--- src/rtl/mem_port_arbiter.sv ---
// Round-robin sharing of one memory port between instruction fetch and
// load/store, with in-order routing of responses back to the issuer.
module mem_port_arbiter #(
    parameter int ADDR_WIDTH      = 32,
    parameter int DATA_WIDTH      = 32,
    parameter int MAX_OUTSTANDING = 2
) (
    input  logic                    clk,
    input  logic                    rst_n,
    input  logic                    instr_req_i,
    input  logic [ADDR_WIDTH-1:0]   instr_addr_i,
    output logic                    instr_gnt_o,
    output logic                    instr_rvalid_o,
    output logic [DATA_WIDTH-1:0]   instr_rdata_o,
    input  logic                    data_req_i,
    input  logic [ADDR_WIDTH-1:0]   data_addr_i,
    input  logic                    data_we_i,
    input  logic [DATA_WIDTH/8-1:0] data_be_i,
    input  logic [DATA_WIDTH-1:0]   data_wdata_i,
    output logic                    data_gnt_o,
    output logic                    data_rvalid_o,
    output logic [DATA_WIDTH-1:0]   data_rdata_o,
    output logic                    mem_req_o,
    output logic [ADDR_WIDTH-1:0]   mem_addr_o,
    output logic                    mem_we_o,
    output logic [DATA_WIDTH/8-1:0] mem_be_o,
    output logic [DATA_WIDTH-1:0]   mem_wdata_o,
    input  logic                    mem_gnt_i,
    input  logic                    mem_rvalid_i,
    input  logic [DATA_WIDTH-1:0]   mem_rdata_i,
    output logic                    resp_err_o
);

    localparam int CNT_W = $clog2(MAX_OUTSTANDING) + 1;
    localparam int PTR_W = (MAX_OUTSTANDING > 1) ? $clog2(MAX_OUTSTANDING) : 1;

    typedef enum logic {
        OWN_INSTR = 1'b0,
        OWN_DATA  = 1'b1
    } owner_t;

    owner_t           owner_q [MAX_OUTSTANDING];
    logic [PTR_W-1:0] wr_ptr;
    logic [PTR_W-1:0] rd_ptr;
    logic [CNT_W-1:0] count;
    logic             lock;
    owner_t           lock_owner;
    owner_t           last_grant;
    logic             resp_err;

    owner_t sel;
    owner_t head;
    logic   fifo_full;
    logic   fifo_empty;
    logic   issue;
    logic   grant;
    logic   pop;

    function automatic logic [PTR_W-1:0] ptr_inc(input logic [PTR_W-1:0] p);
        if (MAX_OUTSTANDING == 1) begin
            return '0;
        end
        return (p == PTR_W'(MAX_OUTSTANDING - 1)) ? '0 : p + PTR_W'(1);
    endfunction

    // A locked owner keeps the port until granted; ties go to whoever lost last.
    always_comb begin
        sel = OWN_INSTR;
        if (lock) begin
            sel = lock_owner;
        end else if (instr_req_i && data_req_i) begin
            sel = (last_grant == OWN_INSTR) ? OWN_DATA : OWN_INSTR;
        end else if (data_req_i) begin
            sel = OWN_DATA;
        end
    end

    assign fifo_full  = (count == CNT_W'(MAX_OUTSTANDING));
    assign fifo_empty = (count == '0);
    assign head       = owner_q[rd_ptr];

    assign issue = (instr_req_i | data_req_i | lock) & ~fifo_full;
    assign grant = issue & mem_gnt_i;
    assign pop   = mem_rvalid_i & ~fifo_empty;

    assign mem_req_o   = issue;
    assign mem_addr_o  = (sel == OWN_DATA) ? data_addr_i  : instr_addr_i;
    assign mem_we_o    = (sel == OWN_DATA) ? data_we_i    : 1'b0;
    assign mem_be_o    = (sel == OWN_DATA) ? data_be_i    : '1;
    assign mem_wdata_o = (sel == OWN_DATA) ? data_wdata_i : '0;

    assign instr_gnt_o = grant & (sel == OWN_INSTR);
    assign data_gnt_o  = grant & (sel == OWN_DATA);

    assign instr_rvalid_o = pop & (head == OWN_INSTR);
    assign data_rvalid_o  = pop & (head == OWN_DATA);
    assign instr_rdata_o  = mem_rdata_i;
    assign data_rdata_o   = mem_rdata_i;

    assign resp_err_o = resp_err;

    always_ff @(posedge clk) begin
        if (!rst_n) begin
            wr_ptr     <= '0;
            rd_ptr     <= '0;
            count      <= '0;
            lock       <= 1'b0;
            lock_owner <= OWN_INSTR;
            last_grant <= OWN_INSTR;
            resp_err   <= 1'b0;
        end else begin
            if (grant) begin
                owner_q[wr_ptr] <= sel;
                wr_ptr          <= ptr_inc(wr_ptr);
                last_grant      <= sel;
                lock            <= 1'b0;
            end else if (issue) begin
                lock       <= 1'b1;
                lock_owner <= sel;
            end
            if (pop) begin
                rd_ptr <= ptr_inc(rd_ptr);
            end
            if (mem_rvalid_i && fifo_empty) begin
                resp_err <= 1'b1;
            end
            case ({grant, pop})
                2'b10:   count <= count + CNT_W'(1);
                2'b01:   count <= count - CNT_W'(1);
                default: count <= count;
            endcase
        end
    end

endmodule

--- config.mk ---
export PLATFORM = sky130hd
export DESIGN_NAME = mem_port_arbiter
export DESIGN_NICKNAME = d
export VERILOG_FILES = /design/src/rtl/mem_port_arbiter.sv
export SDC_FILE = /design/constraint.sdc
export NUM_CORES = 1
export LEC_CHECK = 0
export BUFFER_PORTS_ARGS = -buffer_cell sky130_fd_sc_hd__buf_2
export CAP_MARGIN = 20
export CORE_AREA = 2 2 108 110
export DETAILED_ROUTE_END_ITERATION = 8
export DIE_AREA = 0 0 110 112
export GPL_TIMING_DRIVEN = 0
export PLACE_DENSITY_LB_ADDON = 0.3
export SYNTH_ARGS = -nofsm -noshare
export SYNTH_HDL_FRONTEND = slang
export SYNTH_SLANG_ARGS = --single-unit
--- constraint.sdc ---
create_clock -name clk -period 5.68 [get_ports clk]
set_clock_uncertainty 0.15 [all_clocks]
set_input_delay 1.42 -clock clk [delete_from_list [all_inputs] [get_ports clk]]
set_output_delay 1.42 -clock clk [all_outputs]
set_load 0.01 [all_outputs]
-- Word-level counts from Yosys, hierarchy flattened
Memory sizes are Yosys's and may differ from the RTL's. A register that Yosys moved wholly into a read port is not among the register bits.
Cells that the tools add are included.
- flip-flop bits (word level): 8
- latch bits: 0
- bits in writable memories: 2
- ROM bits: 0
- input bits: 139
- output and inout port bits: 139
- logic and storage cells: 52
- memories kept: 1
- add/sub/neg operators: 4
- multiply operators: 0
- div/mod/pow operators: 0
- order comparisons: 0
- equal/unequal tests: 3
- shift operators: 0
- muxes and demuxes: 16
- bitwise gates (word level): 15
- reductions and logical operators: 6
- memory list (memory ; depth ; bits a word ; rd ports ; clocked after Yosys merged registers in ; wr ports ; line ; RTL):
    owner_q ; 2 ; 1 ; 1 ; 1 ; 1 ; 42 ; owner_t owner_q [MAX_OUTSTANDING];
- operators by type and width (operator ; number):
    $mux 32 ; 2
    $mux 1 ; 12
    $and 1x1->1 ; 7
    $not 1->1 ; 6
    $eq 2x2->1 const B ; 2
    $mux 4 ; 1
    $pmux 2 s2 ; 1
    $add 1x1->1 const B ; 2
    $add 2x1->2 const B ; 1
    $eq 2x1->1 const B ; 1
    $logic_and 1x1->1 ; 2
    $logic_not 2->1 ; 1
    $or 1x1->1 ; 2
    $reduce_and 2->1 ; 1
    $reduce_bool 2->1 ; 1
    $reduce_or 2->1 ; 1
    $sub 2x1->2 const B ; 1

-- Longest topological paths before layout
- depth after elaboration: 7
- gate-level depth with buffers: 7
- gate-level depth less buffers: 7

-- Worst setup path before layout
Ideal clock, no wire load.
- path type: input -> output
- start: input port data_req_i
- end: output port mem_addr_o[10]
- data arrival time: 2.406 ns
- data required time: 4.110 ns
- slack: 1.704 ns
- stages: 4
- path buffers: 1
- cells stage by stage: nor2b_1 a22oi_4 buf_4 mux2_2
- cells in the longest elaborated chain, start to end: 4
- elaborated cells on any way between the ends: 5
- classes of those cells: 4 x mux; 1 x reduce/logical
- ends and longest elaborated chain (element ; line ; RTL):
    start, declared ; 15 ; input logic data_req_i,
    $mux 1 / $logic_and 1x1->1 (equally long branches) ; 73, 71 ;
    $mux 1 (*) ; 71 ; end else if (instr_req_i && data_req_i) begin
    $mux 1 (*) ; 69 ; if (lock) begin
    $mux 32 (*) ; 87 ; assign mem_addr_o = (sel == OWN_DATA) ? data_addr_i : instr_addr_i;
    end, declared ; 24 ; output logic [ADDR_WIDTH-1:0] mem_addr_o,
Every way passes the cells marked *; elsewhere a longest branch is shown, timed or not.

-- Worst setup path after layout
- start: input port data_req_i
- end: output port mem_addr_o[28]
Same word-level chain as after synthesis.

==> run_results.csv <==
group,metric,value,unit
global_routing,grt_use_total,9.445,%
hold_path,hp-class,"flip-flop to flip-flop",
sta,setup_viol,0,
floorplan,rows,39,
final_layout,fill_cells,1246,
logic_synthesis,synth_top_cell_area_share,31.14,%
logic_synthesis,syn_area,1615,um^2
floorplan,core_area,11170,um^2
place,globalplace.congestion,0.7345,
logic_synthesis,yosysTopAreaCell,"buf_4",
logic_synthesis,synth_cell_types,29,
global_routing,use_met1,10.31,%
global_routing,grt_max_degree,12,
hold_path,hold_depth,2,
route,drc,0,
sta,finalCritPeriodShare,76.97,%
final_layout,final_nets,585,
sta,period_needed,4372,ps
sta,tns,0,ps
cts,insertion_delay,240,ps
critical_path,cp-start-kind,"primary input",
run,max_cap_viol_count,0,
route,vias,2120,
floorplan,dieArea,12320,um^2
route,vias_per_cell,3.612,
floorplan,ios,278,
sta,worst_pin_slew,581.3,ps
global_routing,overflow,0,
route,ant_nets,0,
final_layout,multi_input_area,829.5,um^2
critical_path,crit_buf_inv,3,
floorplan,fp.dieH,112,um
critical_path,max_stage_delay,350,ps
sta,rsz0062_at_grt,"false",
cts,clk_pin_slew_worst_paths,40,ps
status,run_status,"finished, final reports clean",
floorplan,die_x,110,um
power_and_ir_drop,max-vdd-ir-drop,0.0001536,V
route,totalWireLength,6676,um
final_layout,regArea,240.2,um^2
critical_path,r2r_slack,3360,ps
critical_path,critical_path_class,"primary input to output pin",
critical_path,arrival,2800,ps
hold_path,min_to,"resp_err_o$_SDFFE_PN0P_",
sta,holdWs,314.1,ps
cts,post_cts_buffers,0,
hold_path,min_from,"resp_err_o$_SDFFE_PN0P_",
critical_path,critPathTopFamily,"buffers and inverters",
global_routing,met3_usage,2.225,%
cts,clock-sinks,11,
critical_path,cp_cell_sequence,"buf_2, nor2b_1, a22oi_4, buf_4, mux2_2, buf_2",
final_layout,final_util,27.73,%
cts,cts_buffers,3,
logic_synthesis,synth_nets,335,
logic_synthesis,syn_area_per_cell,8.284,um^2
final_layout,num_antenna_cells,0,
route,drt_first_pass_iters,4,
critical_path,r2r_cells,6,
final_layout,drive_above_1_share,79.05,%
critical_path,critPathSlowestCell,"a22oi_4",
sta,hold_violations,0,
place,place_hpwl,6054,um
global_routing,first_global_vias,1907,
logic_synthesis,synth-seq-area-share,14.87,%
place,io_buffers,245,
cts,h-tree-depth,1,
sta,slew_viol_final,0,
sta,relSlewSlack,60.95,%
cts,cts-root-buf,"clkbuf_16",
critical_path,required,4110,ps
global_routing,met2_usage,18.12,%
logic_synthesis,netlist_instances,195,
logic_synthesis,synth_seq_cells,11,
global_routing,grt_pass1_wl,9204,um
critical_path,crit-reg2reg-launch,"count[0]$_SDFFE_PN0P_",
critical_path,reg2reg_to,"count[1]$_SDFFE_PN0P_",
power_and_ir_drop,pwr_density_cell,216.9,nW/um^2
cts,ctsResizeCount,0,
route,drt-initial-drc-count,39,
critical_path,end_kind,"output pin",
cts,clockBufferDepth,2,
logic_synthesis,ys_warn_count,0,
critical_path,cpMostUsedCell,"buf_2",
sta,max_freq,228.7,MHz
critical_path,worstPathMaxFanout,10,
logic_synthesis,yosys-top-cells-area,"buf_4 (31%), mux2_2 (22%), and2_1 (13%)",
floorplan,initial_utilization,14.46,%
cts,cts_tree,"built",
route,routedWlPerCell,11.37,um
final_layout,area_growth,91.87,%
global_routing,antenna_found_initial,0,
global_routing,grt_busiest_layer,"met2",
power_and_ir_drop,p_leak,1.807,nW
cts,ctsHoldBuffers,0,
[synth_stat cells, drive strengths merged]
cell    number
mux2        32
and3         1
xnor2        1
nand4        1
a22oi        2
nor2b        3
o21ai        2
ha           1
or3          2
inv          5
edfxtp       2
mux2i        1
xor2         2
nand2b       5
clkbuf       2
nor3         3
nor2        10
a21oi        3
o22ai        1
and2        33
nand2        3
dfxtp        9
a31oi        1
a311oi       1
buf         69
[tightest hold or removal path, stage by stage (launching register included)]
cell and delay [ps]:
dfxtp_1 310, a21oi_1 40, nor2_1 70
[state kept, by name, summed over array words and instances (netlist names), named ones only]
register / flops
wr_ptr: 1
lock_owner: 1
count: 2
resp_err_o: 1
last_grant: 1
owner_q: 2
rd_ptr: 1
lock: 1
[cell families after synthesis]
group | synth area share, %
adder cells (fa/ha/maj) | 0.7745
multiplexers | 22.93
buffers and inverters | 33.77
flip-flops | 14.87
AO/OA/AOI/OAI | 4.648
AND/OR/NAND/NOR | 21.38
XOR/XNOR | 1.627
[worst max-delay path by stage]
stage | from | end | slack (ps) | cells past startpoint
3_3_place_gp | data_req_i | mem_addr_o[9] | 1270 | 6
6_report | data_req_i | mem_addr_o[28] | 1310 | 6
5_1_grt | data_req_i | mem_addr_o[28] | 1170 | 6
4_1_cts | data_req_i | mem_addr_o[9] | 1250 | 6
2_1_floorplan | data_req_i | mem_addr_o[10] | 1700 | 4
3_5_place_dp | data_req_i | mem_addr_o[9] | 1260 | 6
[power by group]
group	internal [mW]	switching (mW)
clock network	0.0943	0.0351
logic	0.223	0.200
registers	0.102	0.0182
[area by class of cell]
| type | count | area share [%] |
|---|---|---|
| Timing Repair Buffer | 245 | 39.56 |
| Clock buffer | 4 | 2.543 |
| Sequential cell | 11 | 7.751 |
| Buffer | 71 | 17.00 |
| Inverter | 5 | 0.6056 |
| Tap cell | 143 | 5.773 |
| Multi-Input combinational cell | 108 | 26.77 |
[through the flow]
step / std cells / setup slack (ps) / power (mW) / cell area (um^2)
4_1_cts: 587 / 1248 / 0.6852 / 3099
3_5_place_dp: 583 / 1258 / 0.5516 / 3020
2_1_floorplan: 195 / 1704 / 0.3804 / 1615
6_report: 587 / 1308 / 0.6722 / 3099
3_3_place_gp: 583 / 1274 / 0.5470 / 3020
5_1_grt: 587 / 1171 / 0.7264 / 3099
[routing by layer]
metal  vias up  share of wire [%]
met5         -                  0
met4         0               0.54
met3         4                 11
met2       130                 53
met1       919                 35
li1       1067                  -
[layout by cell type, fill, tap and decap left out, types with 2 or more instances in the layout]
cell       Yosys  final
nand2_1        3      3
a21oi_1        3      3
edfxtp_1       2      2
nor2b_1        3      3
clkbuf_16      0      3
nor3_1         3      3
and2_1        33     33
or3_1          2      2
inv_1          4      4
buf_2          1    246
nand2b_1       5      5
mux2_2        32     32
clkbuf_1       2      3
nor2_1        10     10
o21ai_0        2      2
xor2_1         2      2
dfxtp_1        9      9
buf_4         67     67
Power figures use the tool's default switching activity.
